$ cat src/rtl/div16_seq.sv
// Iterative FP16 divider: result = a / b using a radix-2 restoring mantissa
// divider, with a start/done handshake and a constant 14-cycle latency.
module div16_seq #(
  parameter int unsigned tam  = 16,
  parameter int unsigned ITER = 12
) (
  input  logic           clk,
  input  logic           rst,
  input  logic           start,
  input  logic [tam-1:0] a,
  input  logic [tam-1:0] b,
  output logic           busy,
  output logic           done,
  output logic [tam-1:0] result,
  output logic           div_by_zero
);

  localparam int unsigned MW    = 11;        // mantissa with implied leading one
  localparam int unsigned RW    = ITER;      // remainder / quotient width
  localparam int unsigned EW    = 7;         // signed working exponent
  localparam int unsigned CNT_W = 4;

  typedef enum logic [1:0] {IDLE, DIV, NORM, DONE} state_t;

  state_t state, state_nxt;

  logic                 sign;
  logic                 a_zero, b_zero;
  logic [MW-1:0]        mb;
  logic [RW-1:0]        r, r_nxt;
  logic [RW-1:0]        q;
  logic                 qbit;
  logic signed [EW-1:0] e, exp_n;
  logic [9:0]           mant_n;
  logic [CNT_W-1:0]     cnt;
  logic [tam-1:0]       res_hold, res_n;
  logic                 dz_hold, dz_n;

  // State register
  always_ff @(posedge clk) begin
    if (rst) state <= IDLE;
    else     state <= state_nxt;
  end

  // Next-state logic
  always_comb begin
    state_nxt = state;
    case (state)
      IDLE: if (start) state_nxt = DIV;
      DIV:  if (cnt == CNT_W'(ITER - 1)) state_nxt = NORM;
      NORM: state_nxt = DONE;
      DONE: state_nxt = IDLE;
      default: state_nxt = IDLE;
    endcase
  end

  // One restoring step and the normalise/special-case result selection
  always_comb begin
    qbit   = (r >= RW'(mb));
    r_nxt  = qbit ? (r - RW'(mb)) : r;
    exp_n  = q[RW-1] ? e : (e - EW'(1));
    mant_n = q[RW-1] ? q[10:1] : q[9:0];
    res_n  = {sign, exp_n[4:0], mant_n};
    dz_n   = 1'b0;
    if (a_zero && b_zero) begin
      res_n = 16'h7E00;
      dz_n  = 1'b1;
    end else if (b_zero) begin
      res_n = {sign, 5'h1F, 10'h000};
      dz_n  = 1'b1;
    end else if (a_zero) begin
      res_n = 16'h0000;
    end else if (exp_n >= EW'(31)) begin
      res_n = {sign, 5'h1F, 10'h000};
    end else if (exp_n <= EW'(0)) begin
      res_n = 16'h0000;
    end
  end

  // Datapath and registered outputs
  always_ff @(posedge clk) begin
    if (rst) begin
      busy        <= 1'b0;
      done        <= 1'b0;
      result      <= '0;
      div_by_zero <= 1'b0;
      sign        <= 1'b0;
      a_zero      <= 1'b0;
      b_zero      <= 1'b0;
      mb          <= '0;
      r           <= '0;
      q           <= '0;
      e           <= '0;
      cnt         <= '0;
      res_hold    <= '0;
      dz_hold     <= 1'b0;
    end else begin
      done <= 1'b0;
      case (state)
        IDLE: if (start) begin
          busy   <= 1'b1;
          sign   <= a[15] ^ b[15];
          a_zero <= (a[14:0] == 15'h0000);
          b_zero <= (b[14:0] == 15'h0000);
          r      <= RW'({1'b1, a[9:0]});
          mb     <= {1'b1, b[9:0]};
          e      <= EW'({2'b00, a[14:10]}) - EW'({2'b00, b[14:10]}) + EW'(15);
          q      <= '0;
          cnt    <= '0;
        end
        DIV: begin
          r   <= r_nxt << 1;
          q   <= {q[RW-2:0], qbit};
          cnt <= cnt + CNT_W'(1);
        end
        NORM: begin
          res_hold <= res_n;
          dz_hold  <= dz_n;
        end
        DONE: begin
          done        <= 1'b1;
          busy        <= 1'b0;
          result      <= res_hold;
          div_by_zero <= dz_hold;
        end
        default: ;
      endcase
    end
  end

endmodule
$ cat config.mk
export PLATFORM = sky130hd
export DESIGN_NAME = div16_seq
export DESIGN_NICKNAME = d
export VERILOG_FILES = /design/src/rtl/div16_seq.sv
export SDC_FILE = /design/constraint.sdc
export NUM_CORES = 1
export LEC_CHECK = 0
export ABC_CLOCK_PERIOD_IN_PS = 3700
export CAP_MARGIN = 30
export CORE_ASPECT_RATIO = 0.8
export CORE_MARGIN = 4
export CORE_UTILIZATION = 35
export DETAILED_ROUTE_END_ITERATION = 6
export RECOVER_POWER = 100
export SLEW_MARGIN = 20
export SYNTH_ARGS = -nofsm -noshare
export SYNTH_HDL_FRONTEND = slang
export SYNTH_SLANG_ARGS = --single-unit
$ cat constraint.sdc
create_clock -name clk -period 3.7 [get_ports clk]
set_input_delay 0.555 -clock clk [delete_from_list [all_inputs] [get_ports clk]]
set_output_delay 0.555 -clock clk [all_outputs]
set_load 0.01 [all_outputs]
==> results.ini <==
[outcome]
status=finished, violations left
violations=max-capacitance violations, max-slew violations

[power_and_ir_drop]
p_leak_uw=0.00210
ir_drop_v=0.000318
power_frac_comb=0.486
cellPowerDensity_nw_per_um2=721
p_seq_frac=0.298
p_sw_uw=1630
swShare=0.405
power.share.clock=0.216
p_int_uw=2390

[floorplan]
die_h_um=111
initial_core_util=0.359
dieArea_um2=15200
pin_count=54
rows=37
core_um2=13000
die_w_um=137

[placed_design]
io_buffer_count=53
place_ws_ps=402
placed_area_um2=5340
dp_hpwl_um=8390
gp_congestion=0.873

[timing]
rsz0062_at_grt=false
fin_crit_ps=3120
post-route-period-util=0.844
drv_slew=35
finalClockSkew_ps=6.41
fin_tns_setup_ps=0
setup_viol=0
finalWorstSetupSlack_ps=576
worstMarginPinSlew_ps=1580
hold_violations=0
hold_ws_ps=454
slew_headroom=-0.0519
fmax_ghz=0.320

[critical_path]
crit_fanout=4
required_ps=3850
cp.arrival_ps=3270
critical_path.startpoint_type=input pin
crit_type=in2reg
crit_path_end_kind=flip-flop

[synthesis]
synth_compound_area_frac=0.208
synth_xor_area_frac=0.0244
synthDistinctLibCells=58
synth-seq-cells=87
synth_edf_count=0
netlist.area_leader.share=0.374
yosysTopAreaCell=dfxtp_1
syn_avg_cell_area_um2=8.36
syn_area_um2=4660
ys.flop_type=dfxtp_1
muxShareOfSynthArea=0.0806
synth_simple_gate_area_share=0.191
syn_nets=617
synth_top_family_by_area=compound AO/OA/AOI/OAI gates
synthCells=557
ys_warn_count=0
synth.area.top_cells=dfxtp_1 (37%), mux2i_1 (7.1%), ha_1 (6.2%), nor2_1 (5.6%), a21oi_1 (5.3%)
synth_seq_area_share=0.374
async_flop_share=0
synthAdderAreaFrac=0.0704

[finish]
finish.instance_area_um2=5570
fillers=1317
layout-drive-gt1-share=0.0480
n_antenna_cell=0
nets=660
layout_commonest_cell=dfxtp_1
syn2layout_area_growth_pct=19.5
mostFrequentLayoutCells=dfxtp_1 (87), nor2_1 (70), a21oi_1 (49)

[clocking]
clkTransAtPathRegs_ps=60
clock_latency_ps=340
cts_buffers=9
cts_hold_buf=0
h-tree-depth=3
postCtsSetupBuffers=0
cts_sinks=87
cts.path.max_buffers=2
cts_root_buf=clkbuf_16
cts_tree=built
cts.repair.resized=0

[global_route]
grt_max_degree=48
overflow=0
grt.total_usage=0.153
first_global_vias=3952
grt_pass1_wl_um=19000
antenna_found_initial=0

[hold_path]
hold_path.class=reg2reg

[drt]
wl_per_cell_um=14.4
ant_nets=0
vias_per_cell=5.22
drc=0
dr.pass1.iters=4
wirelength_um=11200
num_vias=4064
dr.first_iter.drc_count=298

[run]
drv_cap=1

## through the flow
step	utilization	total power, µW	std cells
final	0.430	4020	779
after global routing	0.430	4340	779
after CTS	0.433	4060	779
after detailed placement	0.412	3170	764
after global placement	0.411	3110	763
after floorplan	-	2720	557
## state kept, by name, summed over array words and instances (netlist names), 2 cells and up
register	cells
res_hold	16
q	12
mb	11
e	7
cnt	4
state	2
result	16
r	12
## path summary, 6_finish.rpt
check	endpoint	slack, ps	start	cells after the start
min reg2reg	res_hold[0]$_SDFFE_PP0P_	450	res_hold[0]$_SDFFE_PP0P_	2
max	e[5]$_SDFFE_PP0P_	580	a[10]	11
min	res_hold[0]$_SDFFE_PP0P_	450	res_hold[0]$_SDFFE_PP0P_	2
max reg2reg	res_hold[3]$_SDFFE_PP0P_	700	e[0]$_SDFFE_PP0P_	8
## power by group through the flow
stage                     logic [µW]  registers (µW)  clock network, µW
after floorplan                 1540            1180                  0
after global placement          1900            1210                  0
after detailed placement        1950            1220                  0
after CTS                       1970            1200                894
after global routing            2190            1220                929
final                           1950            1200                868
## synth_stat cells (all sizes together), types with 2 or more instances
| cell type | n |
|---|---|
| nand2b | 4 |
| or3 | 2 |
| nand3 | 12 |
| dfxtp | 87 |
| buf | 9 |
| a211oi | 6 |
| a21oi | 49 |
| clkbuf | 18 |
| nor3 | 11 |
| xnor2 | 11 |
| ha | 23 |
| or4b | 4 |
| fa | 2 |
| o41a | 2 |
| nand2 | 46 |
| a31oi | 5 |
| and3 | 11 |
| or4 | 3 |
| a41oi | 2 |
| nor4 | 6 |
| nor2b | 5 |
| o22ai | 8 |
| a22oi | 15 |
| o41ai | 3 |
| a21o | 6 |
| mux2i | 33 |
| nor2 | 70 |
| mux2 | 4 |
| o21ai | 30 |
| and2 | 4 |
| xor2 | 2 |
| o211ai | 3 |
| or2 | 2 |
| nand4 | 5 |
| o21a | 8 |
| inv | 31 |
## logic make-up after synthesis
kind of cell,count (synthesis)
AND/OR/NAND/NOR,188
AO/OA/AOI/OAI,148
flip-flops,87
buffers and inverters,59
multiplexers,37
adder cells (fa/ha/maj),25
XOR/XNOR,13
## critical path, stage by stage
cell and delay, ps:
dlygate4sd3_1 580, inv_1 90, ha_1 180, inv_1 60
fa_1 410, xnor2_1 250, and3_1 250, or4b_2 590
nand3_1 120, xnor2_1 120, a211oi_1 80
## cell type report
| type | instances | area, µm² | share of cell area |
|---|---|---|---|
| clock buffers | 11 | 233 | 0.0418 |
| clock inverters | 4 | 47.5 | 0.00854 |
| inverters | 32 | 120 | 0.0216 |
| multi-input cells | 411 | 2640 | 0.474 |
| flip-flops and latches | 87 | 1740 | 0.313 |
| well taps | 175 | 219 | 0.0393 |
| repair buffers | 59 | 569 | 0.102 |
## metal layers
metal | share of wire | track usage | vias up
li1 | - | - | 2073
met1 | 0.49 | 0.208 | 1909
met2 | 0.45 | 0.235 | 66
met3 | 0.048 | 0.0476 | 16
met4 | 0.017 | 0.0392 | 0
met5 | 0 | 0 | -
(Power assumes the default switching activity.)
